`src/rtl/iter_shift_unit.sv`:
```
// Bit-serial shifter (SLL/SRL/SRA, plus ROR/ROL when ROTATE_EN is defined); one bit per clock.
// Latency shamt+1 cycles from accept to done; start is ignored unless idle (no queueing).
module iter_shift_unit #(
  parameter int WIDTH   = 32,
  parameter int SHAMT_W = 5
) (
  input  logic               clk,
  input  logic               reset_n,
  input  logic               start,
  input  logic [2:0]         shift_op,
  input  logic [SHAMT_W-1:0] shamt,
  input  logic [WIDTH-1:0]   data_in,
  output logic [WIDTH-1:0]   data_out,
  output logic               busy,
  output logic               done,
  output logic               op_err
);

  localparam logic [2:0] OP_SLL = 3'b000;
  localparam logic [2:0] OP_SRL = 3'b001;
  localparam logic [2:0] OP_SRA = 3'b010;
  localparam logic [2:0] OP_ROR = 3'b011;
  localparam logic [2:0] OP_ROL = 3'b100;

  typedef enum logic [1:0] {IDLE, SHIFT, FINISH} state_t;

  state_t             state, state_nxt;
  logic [2:0]         op_q;
  logic [SHAMT_W-1:0] count;
  logic [WIDTH-1:0]   step_dat;
  logic               op_ok;

  // Reserved (or disabled rotate) ops still burn the count but leave data untouched.
  always_comb begin
    op_ok = 1'b0;
    case (op_q)
      OP_SLL, OP_SRL, OP_SRA: op_ok = 1'b1;
`ifdef ROTATE_EN
      OP_ROR, OP_ROL:         op_ok = 1'b1;
`endif
      default:                op_ok = 1'b0;
    endcase
  end

  always_comb begin
    step_dat = data_out;
    case (op_q)
      OP_SLL: step_dat = {data_out[WIDTH-2:0], 1'b0};
      OP_SRL: step_dat = {1'b0, data_out[WIDTH-1:1]};
      OP_SRA: step_dat = {data_out[WIDTH-1], data_out[WIDTH-1:1]};
`ifdef ROTATE_EN
      OP_ROR: step_dat = {data_out[0], data_out[WIDTH-1:1]};
      OP_ROL: step_dat = {data_out[WIDTH-2:0], data_out[WIDTH-1]};
`endif
      default: step_dat = data_out;
    endcase
  end

  always_comb begin
    state_nxt = state;
    case (state)
      IDLE:    if (start) state_nxt = (shamt != '0) ? SHIFT : FINISH;
      SHIFT:   if (count == SHAMT_W'(1)) state_nxt = FINISH;
      FINISH:  state_nxt = IDLE;
      default: state_nxt = IDLE;
    endcase
  end

  always_ff @(posedge clk or negedge reset_n) begin
    if (!reset_n) begin
      state    <= IDLE;
      op_q     <= OP_SLL;
      count    <= '0;
      data_out <= '0;
    end else begin
      state <= state_nxt;
      case (state)
        IDLE: begin
          if (start) begin
            data_out <= data_in;
            count    <= shamt;
            op_q     <= shift_op;
          end
        end
        SHIFT: begin
          data_out <= step_dat;
          count    <= count - SHAMT_W'(1);
        end
        default: ;
      endcase
    end
  end

  assign busy   = (state != IDLE);
  assign done   = (state == FINISH);
  assign op_err = done & ~op_ok;

endmodule

```
`config.mk`:
```
export PLATFORM = sky130hd
export DESIGN_NAME = iter_shift_unit
export DESIGN_NICKNAME = d
export VERILOG_FILES = /design/src/rtl/iter_shift_unit.sv
export SDC_FILE = /design/constraint.sdc
export NUM_CORES = 1
export LEC_CHECK = 0
export CORE_ASPECT_RATIO = 0.6
export CORE_MARGIN = 5
export CORE_UTILIZATION = 50
export CTS_CLUSTER_DIAMETER = 80
export DETAILED_ROUTE_END_ITERATION = 10
export GPL_TIMING_DRIVEN = 0
export PLACE_DENSITY = 0.82
export REMOVE_ABC_BUFFERS = 1
export SLEW_MARGIN = 10
export SYNTH_ARGS = -nofsm -noshare
export SYNTH_HDL_FRONTEND = slang
export SYNTH_SLANG_ARGS = --single-unit
```
`constraint.sdc`:
```
create_clock -name clk -period 4.3 [get_ports clk]
set_input_delay 1.075 -clock clk [delete_from_list [all_inputs] [get_ports clk]]
set_output_delay 1.075 -clock clk [all_outputs]
set_load 0.005 [all_outputs]
```
# Word level (Yosys, flattened, before mapping)
# Cells that the tools add are included.
# W data, S select, Z words.
dict set report word_totals {
  reg_bits 42
  elab_cells 39
  out_inout_bits 35
  in_bits 43
}
dict set report classes {
  mux 10
  add_sub_neg 1
  bitwise_logic 2
  reduce_logical 11
  n_eq_ne 10
}
# op n
set ops {}
lappend ops {{$pmux W32 S3} 1}
lappend ops {{$pmux W32 S2} 1}
lappend ops {{$mux W32} 1}
lappend ops {{$pmux W5 S2} 1}
lappend ops {{$mux W2} 3}
lappend ops {{$ne A2 B2 Y1 const B} 3}
lappend ops {{$reduce_and A2 Y1} 3}
lappend ops {{$eq A5 B1 Y1 const B} 1}
lappend ops {{$mux W5} 1}
lappend ops {{$reduce_bool A5 Y1} 1}
lappend ops {{$sub A5 B1 Y5 const B} 1}
lappend ops {{$ne A4 B1 Y1 const B} 1}
lappend ops {{$pmux W2 S2} 1}
lappend ops {{$reduce_and A4 Y1} 1}
lappend ops {{$reduce_bool A2 Y1} 2}
lappend ops {{$eq A3 B1 Y1 const B} 1}
lappend ops {{$eq A3 B2 Y1 const B} 1}
lappend ops {{$logic_not A3 Y1} 1}
lappend ops {{$ne A3 B1 Y1 const B} 1}
lappend ops {{$reduce_and A3 Y1} 1}
lappend ops {{$reduce_or A3 Y1} 1}
lappend ops {{$eq A2 B1 Y1 const B} 1}
lappend ops {{$eq A2 B2 Y1 const B} 1}
lappend ops {{$logic_not A2 Y1} 1}
lappend ops {{3 further kinds} 3}

# Depth between registers and ports, before layout
# Gate-level depths: netlist (run 1).
dict set report logic_depth {
  word_depth 5
  mapped_depth 6
  ltp_nobuf 5
}

# Worst setup path after synthesis (run 1)
# Ideal clock, no wire load.
dict set report synth_path {
  kind {reg-to-output}
  from {reg state[0]}
  to {out busy}
  required_ns 3.225
  t_arrival_ns 1.021
  setup_slack_ns 2.204
  n_path_buf 2
  stages_incl_launch_ff 4
  cell_sequence {dfrtp_1 -> buf_2 -> buf_2 -> or2_2}
}
dict set report synth_via {
  elab_chain_len 1
}
# item line_no
set synth_rtl {}
lappend synth_rtl {{start: declaration} 27} ;# state_t state, state_nxt;
lappend synth_rtl {{start signal: assignment} 76} ;# state <= state_nxt;
lappend synth_rtl {{$reduce_bool A2 Y1} 94} ;# assign busy = (state != IDLE);
lappend synth_rtl {{end: declaration} 14} ;# output logic busy,
# No other way between the ends.

# Worst setup path after layout (run 1)
dict set report layout_path {
  from {reg state[0]}
  to {out op_err}
}
dict set report layout_via {
  elab_chain_len 2
}
# item line_no
set layout_rtl {}
lappend layout_rtl {{$eq A2 B2 Y1} 95} ;# assign done = (state == FINISH);
lappend layout_rtl {{$and A1 B1 Y1} 96} ;# assign op_err = done & ~op_ok;
lappend layout_rtl {{end: declaration} 16} ;# output logic op_err
# No other way between the ends.

==> out/metrics.yaml, run 1 <==
critical_path:
  setup.worst_path.class: "register to output pin"
  ff2ff_path_depth: 3
  regToRegStartpoint: "state[0]"
  critical_path_buf_inv_count: 1
  worstPathMaxFanout: 50
  max_stage_delay_ps: 920
  worst_r2r_endpoint: "data_out[2]"
  path_delay_family: "flip-flops"
  path_cells: "nor2b_1, nor2b_1, clkdlybuf4s50_1"
  worstPathArrival_ps: 1950
  timing.critical_path.mode_cell: "sky130_fd_sc_hd__nor2b_1"
  cp_data_required_time_ps: 3220
  timing.critical_path.slowest_stage_cell: "sky130_fd_sc_hd__dfrtp_2"
  end_kind: "output pin"
  r2r_slack_ps: 1520
  startpoint_type: "register"
final_layout:
  post-route-cell-area_sq_um: 3370
  utilization_pct: 72.0
  share_of_post_route_cells_with_drive_strength_above_1_pct: 5.25
  antenna_cells_inserted: 0
  final_cells: 406
  layout_nets: 387
  area.growth.synth_to_final_pct: 35.4
grt:
  grt_pass1_wl_microns: 10400
  grt_remaining_overflow: 0
  grt_max_degree: 51
  global_route.usage.total_pct: 19.9
  number_of_global_route_vias_before_repair: 2122
  number_of_antenna_violations_at_the_first_check_in_global_routing: 0
placement:
  pre_cts_ws_ps: 1090
  place.port_buffers: 77
  place.detailed.hpwl_microns: 4560
  place.gp.congestion: 0.762
  place_area_sq_um: 3260
  post-place-cells: 398
floorplan:
  fp.dieH_microns: 64.6
  ios: 78
  placementRows: 19
  die-width_microns: 101
  design.die.area_sq_um: 6530
  core-area_sq_um: 4680
  start_util_pct: 53.1
clock_tree:
  tritoncts: "yes"
  worst_setup_hold_path_clk_slew_ps: 80
  worst_skew_pair.late_latency_ps: 300
  post_cts_setup_buffer_count: 0
  cts_num_sinks: 42
  number_of_cells_upsized_or_downsized_after_cts: 0
  cts_hold_repair_buffers: 0
  cts-buffers-inserted: 5
  cts.root.buffer_cell: "sky130_fd_sc_hd__clkbuf_8"
  max-clock-path-buffers: 2
  clock_tree.htree_level_count: 2
power:
  clockPowerShare_pct: 10.8
  switchingPower_mw: 1.14
  highest_ir_drop_seen_on_vdd_mv: 0.379
  leakage_component_of_the_power_nw: 1.42
  power.switching_fraction_pct: 40.1
  powerDensity_nw_per_um2: 845
  power_report.internal_total_mw: 1.71
  power.combinational.fraction_pct: 60.2
  power.share.sequential_pct: 29.0
detailed_routing:
  wl_microns: 6240
  drt_pre_antenna_iters: 4
  detail_route.iter0.violations: 108
  ant_nets: 0
  routedWlPerCell_microns: 15.4
  via_count: 2219
  avgViaCountPerCell: 5.47
  drc: 0
synth:
  synthArstFlopShare_pct: 100
  synth.lib_cells_used.distinct: 36
  biggest_area_consumer_among_synthesized_cells: "sky130_fd_sc_hd__dfrtp_1"
  post_synth_inst_count: 275
  yosys-top-cells-count: "sky130_fd_sc_hd__nor2_1, sky130_fd_sc_hd__dfrtp_1, sky130_fd_sc_hd__a22o_1, sky130_fd_sc_hd__mux2i_1, sky130_fd_sc_hd__buf_2"
  yosys.cell_count.top_type: "sky130_fd_sc_hd__nor2_1"
  netlist.area_leader.share_pct: 42.2
  synthesis.area_per_instance_sq_um: 9.05
  synth_enable_flop_cells: 0
  post_synth_main_area_contributors: "sky130_fd_sc_hd__dfrtp_1, sky130_fd_sc_hd__nor2_1, sky130_fd_sc_hd__mux2i_1"
  synthFlopType: "sky130_fd_sc_hd__dfrtp_1"
  sequential_share_of_the_synthesized_area_pct: 42.2
  synth.ff_latch_count: 42
  total_standard_cell_area_after_synthesis_sq_um: 2490
  yosysWarningCount: 0
timing:
  period_minus_ws_final_ps: 3020
  setup_violations: 0
  relSlewSlack_pct: 16.5
  finalClockSkew_ps: 7.46
  fmaxAchievable_mhz: 331
  worst_slack_ps: 1280
  period_share_pct: 70.3
  setup_tns_ps: 0
  hold_violations: 0
  maxSlewViolCount: 0
  rsz0062_at_grt: "no"
  worst_slew_pin_slew_ps: 1250
job:
  max-cap-violations: 0
min_path:
  worst_hold_path.num_cells: 2
  hold_path_end: "data_out[0]"
  worstHoldStart: "data_out[0]"
  timing.hold.worst.class: "register to register"
outcome:
  outcome: "finished clean"
worst min-delay path: stages, from the launching register on:
cell                      delay [ps]
sky130_fd_sc_hd__dfrtp_1         370
sky130_fd_sc_hd__nand2_1          50
sky130_fd_sc_hd__o21ai_0          60
stage by stage:
| stage | power [mW] | hold slack (ps) |
|---|---|---|
| global placement | 2.45 | 494 |
| CTS | 2.86 | 523 |
| finish | 2.85 | 521 |
| detailed placement | 2.54 | 505 |
| global route | 3.09 | 562 |
| floorplan | 1.89 | 465 |
sequential cells by signal (all words and copies together), names as in the netlist:
name      count
op_q          3
count         5
data_out     32
state         2
worst max path at each step:
stage,cells after the start,slack [ps],start,to
2_1_floorplan,3,1650,state[0],data_out[1]
3_3_place_gp,5,810,start,data_out[1]
3_5_place_dp,6,1090,start,data_out[2]
4_1_cts,3,1250,state[0],op_err
5_1_grt,3,1100,state[0],op_err
6_report,3,1280,state[0],op_err
cell families (layout without fill, tap and decap cells):
family	Yosys count	in the layout	share of synthesized area (%)
AOI/OAI and AO/OA	57	57	17.7
buffers and inverters	24	92	5.48
DFF	42	42	42.2
and+or+nand+nor	118	118	20.6
muxes	31	31	12.6
adders and majority gates	2	2	1.01
xor gates and xnor gates	1	1	0.352
layer usage:
| layer | vias to the layer above | track usage, % | routed length (microns) |
|---|---|---|---|
| met3 | 4 | 7.29 | 538 |
| met1 | 1039 | 29.4 | 3040 |
| met4 | 0 | 3.98 | 29 |
| li1 | 1097 | - | - |
| met5 | - | 0 | 0 |
| met2 | 79 | 27.8 | 2630 |
cells in the final DEF (no fill, tap or decap), types with 2 or more instances in the layout:
cell type and count:
sky130_fd_sc_hd__or3_1 3, sky130_fd_sc_hd__a2bb2oi_1 2, sky130_fd_sc_hd__nor2_1 94, sky130_fd_sc_hd__mux2i_1 28
sky130_fd_sc_hd__o31ai_1 2, sky130_fd_sc_hd__mux2_2 3, sky130_fd_sc_hd__clkbuf_8 5, sky130_fd_sc_hd__ha_1 2
sky130_fd_sc_hd__inv_1 5, sky130_fd_sc_hd__nor2b_1 4, sky130_fd_sc_hd__a32o_1 2, sky130_fd_sc_hd__o22a_1 2
sky130_fd_sc_hd__dfrtp_1 41, sky130_fd_sc_hd__o21ai_0 6, sky130_fd_sc_hd__clkbuf_1 2, sky130_fd_sc_hd__a31oi_1 3
sky130_fd_sc_hd__a21oi_1 8, sky130_fd_sc_hd__clkdlybuf4s50_1 76, sky130_fd_sc_hd__a22o_1 28, sky130_fd_sc_hd__nand2_1 7
area by class of cell:
| type | count | area (sq um) |
|---|---|---|
| Fill cell | 358 | 1310 |
| Multi-Input combinational cell | 209 | 1300 |
| Sequential cell | 42 | 1050 |
| Timing Repair Buffer | 79 | 813 |
| Tap cell | 63 | 78.8 |
| Clock buffer | 7 | 76.3 |
| Clock inverter | 1 | 30.0 |
| Inverter | 5 | 18.8 |
power groups by stage:
stage,Combinational (mW),Sequential [mW],Clock (mW)
2_1_floorplan,1.11,0.786,0
3_3_place_gp,1.63,0.821,0
3_5_place_dp,1.71,0.830,0
4_1_cts,1.73,0.824,0.311
5_1_grt,1.89,0.867,0.333
6_report,1.71,0.826,0.307
(Power assumes the default switching activity.)
==> inputs of run 2 (changes only) <==
Settings changed: CORE_UTILIZATION 50 to 47, PLACE_DENSITY 0.82 to 0.78.
Clock period 4.3 ns to 2.87 ns, I/O delays scaled along.
==> run 2 against run 1 <==
Setup slack worse by 1100 ps; sequential cell count unchanged; core utilization down 6.0 points.
==> out/metrics.yaml, run 2 (synthesis gave the netlist of run 1 again) <==
power:
  power_report.internal_total_mw: 2.49  # was 1.71 mW
  power.combinational.fraction_pct: 60.9  # was 60.2%
  clockPowerShare_pct: 9.6  # was 10.8%
  power.share.sequential_pct: 29.5  # was 29.0%
  leakage_component_of_the_power_nw: 1.42  # about the same
  highest_ir_drop_seen_on_vdd_mv: 0.647  # was 0.379 mV
  powerDensity_nw_per_um2: 1240  # was 845 nW/um^2
  power.switching_fraction_pct: 40.5  # was 40.1%
  finalPower_mw: 4.18  # was 2.85 mW
  switchingPower_mw: 1.69  # was 1.14 mW
detailed_routing:
  routedWlPerCell_microns: 15.2  # was 15.4 microns
  ant_nets: 0  # unchanged
  detail_route.iter0.violations: 127  # was 108
  avgViaCountPerCell: 5.29  # was 5.47
  via_count: 2165  # was 2219
  drc: 0  # unchanged
  drt_pre_antenna_iters: 4  # unchanged
  wl_microns: 6200  # was 6240 microns
timing:
  hold_ws_ps: 273  # was 521 ps
  setup_violations: 0  # unchanged
  hold_violations: 0  # unchanged
  worst_slew_pin_slew_ps: 1080  # was 1250 ps
  period_minus_ws_final_ps: 2700
  rsz0062_at_grt: "no"  # unchanged
  finalClockSkew_ps: 7.44  # was 7.46 ps
  fmaxAchievable_mhz: 370
  relSlewSlack_pct: 27.7  # was 16.5%
  period_share_pct: 94.1
  setup_tns_ps: 0  # unchanged
  maxSlewViolCount: 0  # unchanged
final_layout:
  largest-register: "data_out"  # unchanged
  largest_register_ffs: 32  # unchanged
  layout.cells.most_common: "sky130_fd_sc_hd__nor2_1"  # unchanged
  antenna_cells_inserted: 0  # unchanged
  utilization_pct: 65.9  # was 72.0%
  largest_registers: "data_out (32), count (5), op_q (3)"  # unchanged
  final_cell_mix: "sky130_fd_sc_hd__nor2_1, sky130_fd_sc_hd__clkdlybuf4s50_1, sky130_fd_sc_hd__dfrtp_1"  # unchanged
  layout_nets: 387  # unchanged
  share_of_post_route_cells_with_drive_strength_above_1_pct: 6.12  # was 5.25%
  area.growth.synth_to_final_pct: 35.2  # was 35.4%
floorplan:
  core-area_sq_um: 5100  # was 4680 sq um
  start_util_pct: 48.8  # was 53.1%
  die-width_microns: 104  # was 101 microns
  design.die.area_sq_um: 6900  # was 6530 sq um
  ios: 78  # unchanged
  placementRows: 20  # was 19
  fp.dieH_microns: 66.4  # was 64.6 microns
placement:
  place.gp.congestion: 0.722  # was 0.762
  place.port_buffers: 77  # unchanged
  place.detailed.hpwl_microns: 4510  # was 4560 microns
job:
  max-cap-violations: 0  # unchanged
critical_path:
  critical_path_buf_inv_count: 1  # unchanged
  worstPathMaxFanout: 50  # unchanged
  path_cells: "or2_2, clkdlybuf4s50_1"  # was nor2b_1, nor2b_1, clkdlybuf4s50_1
  setup.worst_path.class: "register to output pin"  # unchanged
  cp_data_required_time_ps: 2150  # was 3220 ps
  startpoint_type: "register"  # unchanged
  timing.critical_path.slowest_stage_cell: "sky130_fd_sc_hd__dfrtp_2"  # unchanged
  max_stage_delay_ps: 940  # was 920 ps
  path_delay_family: "flip-flops"  # unchanged
  worstPathArrival_ps: 1980  # was 1950 ps
  end_kind: "output pin"  # unchanged
grt:
  grt_max_degree: 51  # unchanged
  grt_pass1_wl_microns: 10500  # was 10400 microns
  grt_remaining_overflow: 0  # unchanged
  number_of_antenna_violations_at_the_first_check_in_global_routing: 0  # unchanged
  global_route.usage.total_pct: 18.6  # was 19.9%
  number_of_global_route_vias_before_repair: 2140  # was 2122
clock_tree:
  worst_skew_pair.late_latency_ps: 290  # was 300 ps
  worst_setup_hold_path_clk_slew_ps: 80  # about the same
  cts_num_sinks: 42  # unchanged
  post_cts_setup_buffer_count: 0  # unchanged
  clock_tree.htree_level_count: 2  # unchanged
  cts_hold_repair_buffers: 0  # unchanged
  cts-buffers-inserted: 5  # unchanged
  max-clock-path-buffers: 2  # unchanged
  tritoncts: "yes"  # unchanged
  number_of_cells_upsized_or_downsized_after_cts: 0  # unchanged
  cts.root.buffer_cell: "sky130_fd_sc_hd__clkbuf_8"  # unchanged
outcome:
  outcome: "finished clean"  # unchanged
min_path:
  timing.hold.worst.class: "primary input to async pin"  # was register to register
run 2: cell count changes in the layout (fill, tap and decap cells not counted), sizes merged:
cell / change
clkinv: +1
clkinvlp: +1
bufinv: -1
clkbuf: -1
run 2: cell type report:
type	instances	area, sq um
flip-flops and latches	42	1050
repair buffers	79	813
clock buffers	6	82.6
multi-input cells	209	1300
clock inverters	2	12.5
fillers	430	1740
inverters	5	18.8
well taps	66	82.6
run 2: routing by layer:
layer / vias up / GRT usage, % / part of all wire, %
met4: 0 / 3.39 / 0.73
met1: 1000 / 27.4 / 53
met2: 64 / 26.4 / 39
met3: 5 / 6.05 / 7.1
li1: 1096 / - / -
met5: - / 0 / 0
run 2: stage by stage:
| stage | setup WS (ps) | area, sq um | cells |
|---|---|---|---|
| 2_1_floorplan | 221 | 2370 | 256 |
| 3_3_place_gp | -612 | 3220 | 399 |
| 6_report | 170 | 3370 | 409 |
| 3_5_place_dp | 15.6 | 3270 | 401 |
| 5_1_grt | 3.16 | 3370 | 409 |
| 4_1_cts | 46.1 | 3360 | 409 |
run 2: power by group through the flow:
stage	clock [mW]	combinational, mW	sequential, mW
global route	0.439	2.84	1.28
floorplan	0	1.66	1.18
finish	0.403	2.54	1.23
detailed placement	0	2.56	1.24
CTS	0.412	2.57	1.23
global placement	0	2.44	1.24
run 2: final timing paths:
| kind | start | endpoint | slack [ps] | depth (start not counted) |
|---|---|---|---|---|
| max | state[0] | busy | 170 | 2 |
| max in group asynchronous | reset_n | state[0] | 2140 | 2 |
| max reg2reg | state[0] | data_out[2] | 420 | 5 |
| min in group clk | data_out[0] | data_out[0] | 510 | 2 |
| min reg2reg | data_out[0] | data_out[0] | 510 | 2 |
| min | reset_n | data_out[29] | 270 | 1 |
run 2: worst register-to-register path: stages, from the launching register on:
cell and delay [ps]:
sky130_fd_sc_hd__dfrtp_2 940, sky130_fd_sc_hd__nor3b_4 160, sky130_fd_sc_hd__a21oi_4 660, sky130_fd_sc_hd__buf_16 250, sky130_fd_sc_hd__nor2_1 70, sky130_fd_sc_hd__a32o_1 250
